### src/rtl/fir_tap_line_if.sv
// fir_tap_line_if: sample, control and tap-vector bundle
// between the sample front end and the FIR tap line.
interface fir_tap_line_if #(
  parameter int BITS_PER_ELEM = 8,
  parameter int NUM_TAPS      = 9,
  parameter int DECIM_W       = 4,
  parameter int FILL_W        = 4
) ();
  localparam int TOTAL_BITS = NUM_TAPS * BITS_PER_ELEM;

  logic [BITS_PER_ELEM-1:0] i_value;
  logic                     i_data_clk;
  logic [DECIM_W-1:0]       i_decim;
  logic                     i_clear;
  logic                     i_busy;
  logic [TOTAL_BITS-1:0]    o_taps;
  logic                     o_start_calc;
  logic                     o_primed;
  logic [FILL_W-1:0]        o_fill;
  logic                     o_overrun;

  modport master (
    output i_value, i_data_clk, i_decim,
    output i_clear, i_busy,
    input  o_taps, o_start_calc, o_primed,
    input  o_fill, o_overrun
  );

  modport slave (
    input  i_value, i_data_clk, i_decim,
    input  i_clear, i_busy,
    output o_taps, o_start_calc, o_primed,
    output o_fill, o_overrun
  );
endinterface

### src/rtl/fir_tap_line.sv
// fir_tap_line: synchronised strobe, tap shift register,
// fill tracking, decimated trigger and overrun flag.
module fir_tap_line #(
  parameter int BITS_PER_ELEM = 8,
  parameter int NUM_TAPS      = 9,
  parameter int DECIM_W       = 4,
  parameter int FILL_W        = 4
) (
  input logic          clk,
  input logic          rst,
  fir_tap_line_if.slave bus
);
  localparam int TOTAL_BITS = NUM_TAPS * BITS_PER_ELEM;
  localparam int KEEP_BITS  = TOTAL_BITS - BITS_PER_ELEM;
  localparam logic [FILL_W-1:0] FULL = FILL_W'(NUM_TAPS);

  logic [2:0]            sync_q, sync_d;
  logic [TOTAL_BITS-1:0] taps_q, taps_d;
  logic [FILL_W-1:0]     fill_q, fill_d;
  logic [DECIM_W-1:0]    dc_q, dc_d;
  logic                  start_q, start_d;
  logic                  ovr_q, ovr_d;

  logic                  accept;
  logic                  hit;
  logic                  trig;
  logic [DECIM_W-1:0]    r_m1;
  logic [FILL_W-1:0]     fill_inc;

  // Edge detect, decimation hit and trigger qualification
  always_comb begin
    sync_d   = {sync_q[1:0], bus.i_data_clk};
    accept   = sync_q[1] & ~sync_q[2] & ~bus.i_clear;
    r_m1     = (bus.i_decim == '0) ? '0
             : bus.i_decim - DECIM_W'(1);
    hit      = (dc_q >= r_m1);
    fill_inc = (fill_q == FULL) ? fill_q
             : fill_q + FILL_W'(1);
    trig     = accept & hit & (fill_inc == FULL);
  end

  // Next state for taps, fill, decimation and flags
  always_comb begin
    taps_d  = taps_q;
    fill_d  = fill_q;
    dc_d    = dc_q;
    ovr_d   = ovr_q;
    start_d = 1'b0;
    if (bus.i_clear) begin
      taps_d = '0;
      fill_d = '0;
      dc_d   = '0;
      ovr_d  = 1'b0;
    end else if (accept) begin
      taps_d = {taps_q[KEEP_BITS-1:0], bus.i_value};
      fill_d = fill_inc;
      dc_d   = hit ? '0 : dc_q + DECIM_W'(1);
      if (trig) begin
        if (bus.i_busy) ovr_d   = 1'b1;
        else            start_d = 1'b1;
      end
    end
  end

  // Synchroniser is deliberately untouched by clear so a
  // strobe still high afterwards cannot re-trigger
  always_ff @(posedge clk or posedge rst) begin
    if (rst) sync_q <= '0;
    else     sync_q <= sync_d;
  end

  // Datapath and status registers
  always_ff @(posedge clk or posedge rst) begin
    if (rst) begin
      taps_q  <= '0;
      fill_q  <= '0;
      dc_q    <= '0;
      start_q <= 1'b0;
      ovr_q   <= 1'b0;
    end else begin
      taps_q  <= taps_d;
      fill_q  <= fill_d;
      dc_q    <= dc_d;
      start_q <= start_d;
      ovr_q   <= ovr_d;
    end
  end

  assign bus.o_taps       = taps_q;
  assign bus.o_fill       = fill_q;
  assign bus.o_start_calc = start_q;
  assign bus.o_overrun    = ovr_q;
  assign bus.o_primed     = (fill_q == FULL);
endmodule
### src/flat_wrapper.sv
// flat-port wrapper written by rule: the top's interface ports become plain ports
module fir_tap_line_flat 
#(
  parameter int BITS_PER_ELEM = 8,
  parameter int NUM_TAPS      = 9,
  parameter int DECIM_W       = 4,
  parameter int FILL_W        = 4
)
  (clk, rst, bus_i_value, bus_i_data_clk, bus_i_decim, bus_i_clear, bus_i_busy, bus_o_taps, bus_o_start_calc, bus_o_primed, bus_o_fill, bus_o_overrun);
  fir_tap_line_if #(.BITS_PER_ELEM(BITS_PER_ELEM), .NUM_TAPS(NUM_TAPS), .DECIM_W(DECIM_W), .FILL_W(FILL_W)) bus_i ();
  input logic clk;
  input logic rst;
  input wire logic [$bits(bus_i.i_value)-1:0] bus_i_value;
  input wire logic [$bits(bus_i.i_data_clk)-1:0] bus_i_data_clk;
  input wire logic [$bits(bus_i.i_decim)-1:0] bus_i_decim;
  input wire logic [$bits(bus_i.i_clear)-1:0] bus_i_clear;
  input wire logic [$bits(bus_i.i_busy)-1:0] bus_i_busy;
  output wire logic [$bits(bus_i.o_taps)-1:0] bus_o_taps;
  output wire logic [$bits(bus_i.o_start_calc)-1:0] bus_o_start_calc;
  output wire logic [$bits(bus_i.o_primed)-1:0] bus_o_primed;
  output wire logic [$bits(bus_i.o_fill)-1:0] bus_o_fill;
  output wire logic [$bits(bus_i.o_overrun)-1:0] bus_o_overrun;
  assign bus_i.i_value = bus_i_value;
  assign bus_i.i_data_clk = bus_i_data_clk;
  assign bus_i.i_decim = bus_i_decim;
  assign bus_i.i_clear = bus_i_clear;
  assign bus_i.i_busy = bus_i_busy;
  assign bus_o_taps = bus_i.o_taps;
  assign bus_o_start_calc = bus_i.o_start_calc;
  assign bus_o_primed = bus_i.o_primed;
  assign bus_o_fill = bus_i.o_fill;
  assign bus_o_overrun = bus_i.o_overrun;
  fir_tap_line #(.BITS_PER_ELEM(BITS_PER_ELEM), .NUM_TAPS(NUM_TAPS), .DECIM_W(DECIM_W), .FILL_W(FILL_W)) u_core (.clk(clk), .rst(rst), .bus(bus_i));
endmodule
### config.mk
export PLATFORM = sky130hd
export DESIGN_NAME = fir_tap_line_flat
export DESIGN_NICKNAME = d
export VERILOG_FILES = /design/src/rtl/fir_tap_line_if.sv /design/src/rtl/fir_tap_line.sv /design/src/flat_wrapper.sv
export SDC_FILE = /design/constraint.sdc
export NUM_CORES = 1
export LEC_CHECK = 0
export BUFFER_PORTS_ARGS = -buffer_cell sky130_fd_sc_hd__buf_2
export CAP_MARGIN = 20
export CORE_UTILIZATION = 30
export DETAILED_ROUTE_END_ITERATION = 8
export PLACE_DENSITY_LB_ADDON = 0.12
export SYNTH_ARGS = -nofsm -noshare
export SYNTH_HDL_FRONTEND = slang
export SYNTH_SLANG_ARGS = --single-unit
### constraint.sdc
create_clock -name clk -period 2.5 [get_ports clk]
set_clock_uncertainty 0.1 [all_clocks]
set_input_delay 0.25 -clock clk [delete_from_list [all_inputs] [get_ports clk]]
set_output_delay 0.25 -clock clk [all_outputs]
set_load 0.01 [all_outputs]
==> results.cfg <==
[status]
status = complete, but fails checks
violations = design-rule violations

[timing]
min_period_ps = 1830
fin_crit_sh_pct = 73.3
final_max_slew_viol_count = 0
rsz0062_at_grt = false
finalSetupViolCount = 0
tns_ps = 0
hold_viol = 0
worst_pin_slew_ps = 480
max_freq_mhz = 546
relSlewSlack_pct = 68.0

[clocking]
cts_setup_buffers = 0
insertion_delay_ps = 330
clock-root-buffer = clkbuf_16
cts_tree = done
numCtsBuffers = 9
htree_levels = 3
clk_pin_slew_ps = 60
cts_buffer_depth = 2
cts_sinks = 85

[worst_setup_path]
cp.arrival_ps = 1930
critical_path_class = flip-flop to flip-flop
path_max_fanout = 5
cp.required_ps = 2600
crit_path_end_kind = flip-flop
critPathLaunchType = flip-flop

[cells_and_area]
final_common_cell = nand2_1
drive_gt1_share_pct = 24.7
layout_common_cells = 151 x nand2_1, 95 x buf_2, 85 x dfrtp_1, 74 x a21oi_1
final_core_util_pct = 39.1
n_antenna_cell = 0
area_growth_pct = 25.3
final_nets = 507

[routing]
dr.first_iter.drc_count = 150
wl_per_cell_um = 14.2
wl_um = 8950
drt.antenna.violating_nets = 0
vias = 3011
viasPerCell = 4.79
first_pass_iters = 6
drc = 6

[power]
power.switching_w = 0.000662
internal_power_w = 0.00217
power_w = 0.00284
ir_worst_vdd_uv = 249
switching_share_pct = 23.3
power.share.clock_pct = 43.2
cellPowerDensity_nw_per_um2 = 627
comb_power_share_pct = 7.1
power_frac_seq_pct = 49.6
leakagePower_nw = 2.17

[synthesis]
syn_nets = 418
synth.cell_area_sq_um = 3610
ys_seq_elements = 85
yosys_warnings = 0
synth_ff_type = dfrtp_1
synth_cell_types = 35
synth_seq_area_share_pct = 58.9
synth_edf_count = 0
synthCells = 394
synthArstFlopShare_pct = 100
avgSynthCellArea_sq_um = 9.16

[global_route]
grt_pass1_vias = 2846
grt_max_degree = 86
grt_usage_pct = 15.1
grt_pass1_wl_um = 14700
gr-total-overflow = 0
antenna_found_initial = 0

[run]
drv_cap = 0

[die]
fp.dieH_um = 112
start_util_pct = 31.2
die-area_sq_um = 12500
io_pins = 96
rows = 39
core_area_sq_um = 11600
die_x_um = 112

[hold_path]
min_path_type = primary input to flip-flop

[placed_design]
dpl.hpwl_um = 5670
gp_routability_congestion = 0.737
io_buffers = 95
## cell usage after synthesis (3+ instances only)
cell / count / area share (%)
nand2_1: 151 / 16
dfrtp_1: 85 / 59
a21oi_1: 74 / 10
buf_2: 12 / 1.7
nor2_1: 9 / 0.94
clkbuf_1: 8 / 0.83
ha_1: 7 / 2.4
inv_1: 6 / 0.62
nand3_1: 4 / 0.55
buf_1: 3 / 0.31
nor2b_1: 3 / 0.52
## routing by layer
metal  wire length, um  global-route usage [%]
met5                 0                       0
met4               127                    5.05
met3               588                    5.44
met2              4070                    22.4
met1              4160                    20.3
## worst max-delay path, stage by stage, from the launching register on
cell and delay [ps]:
dfrtp_1 410, inv_1 60, ha_1 280, nand2b_4 140, a2111oi_4 390, or2_1 210, o32ai_1 100
## layout make-up
type / instances / area (sq um)
clock buffers: 13 / 260
clock inverters: 1 / 7.51
fillers: 1225 / 7040
inverters: 6 / 26.3
multi-input cells: 277 / 1350
flip-flops and latches: 85 / 2130
well taps: 143 / 179
repair buffers: 104 / 576
## cells by family after synthesis
kind of cell / share of synthesized area [%]
flip-flops: 58.9
AND/OR/NAND/NOR: 19.8
buffers and inverters: 3.98
multiplexers: 0.312
AO/OA/AOI/OAI: 13.7
adder cells (fa/ha/maj): 2.43
XOR/XNOR: 0.970
## path summary, 6_finish.rpt
kind | start | end | slack, ps | cells after the start
worst min register to register | u_core.sync_q[0]$_DFF_PP0_ | u_core.sync_q[1]$_DFF_PP0_ | 250 | 0
min in group asynchronous | rst | u_core.bus.o_taps[0]$_DFFE_PP0P_ | 450 | 4
worst min-delay path | bus_i_value[0] | u_core.bus.o_taps[0]$_DFFE_PP0P_ | 50 | 3
max in group asynchronous | rst | u_core.bus.o_taps[12]$_DFFE_PP0P_ | 1450 | 4
worst max register to register | u_core.dc_q[0]$_DFFE_PP0P_ | u_core.bus.o_overrun$_DFFE_PP0P_ | 670 | 6
worst max-delay path | u_core.dc_q[0]$_DFFE_PP0P_ | u_core.bus.o_overrun$_DFFE_PP0P_ | 670 | 6
## sequential cells by signal, summed over array words and instances (netlist names)
name                     count
u_core.bus.o_fill            4
u_core.bus.o_overrun         1
u_core.bus.o_start_calc      1
u_core.bus.o_taps           72
u_core.dc_q                  4
u_core.sync_q                3
## metrics by stage
step,instance area [sq um],setup slack [ps],std cells,hold slack [ps]
2_1_floorplan,3610,706,394,181
3_3_place_gp,4230,512,612,242
3_5_place_dp,4230,466,612,243
4_1_cts,4530,649,629,41.1
5_1_grt,4530,506,629,53.6
6_report,4530,667,629,46.4
## power by group through the flow
| stage | registers [W] | clock network [W] | logic, W |
|---|---|---|---|
| floorplan | 0.00143 | 0 | 0.000132 |
| global placement | 0.00143 | 0 | 0.000203 |
| detailed placement | 0.00143 | 0 | 0.000204 |
| CTS | 0.00141 | 0.00127 | 0.000208 |
| global route | 0.00141 | 0.00133 | 0.000230 |
| finish | 0.00141 | 0.00123 | 0.000202 |
## timing repair
item,CTS,global route
gates resized for setup,0,0
hold buffers,3,0
endpoints found under the setup margin,0,0
endpoints found under the hold margin,87,0
Power figures use the tool's default switching activity.
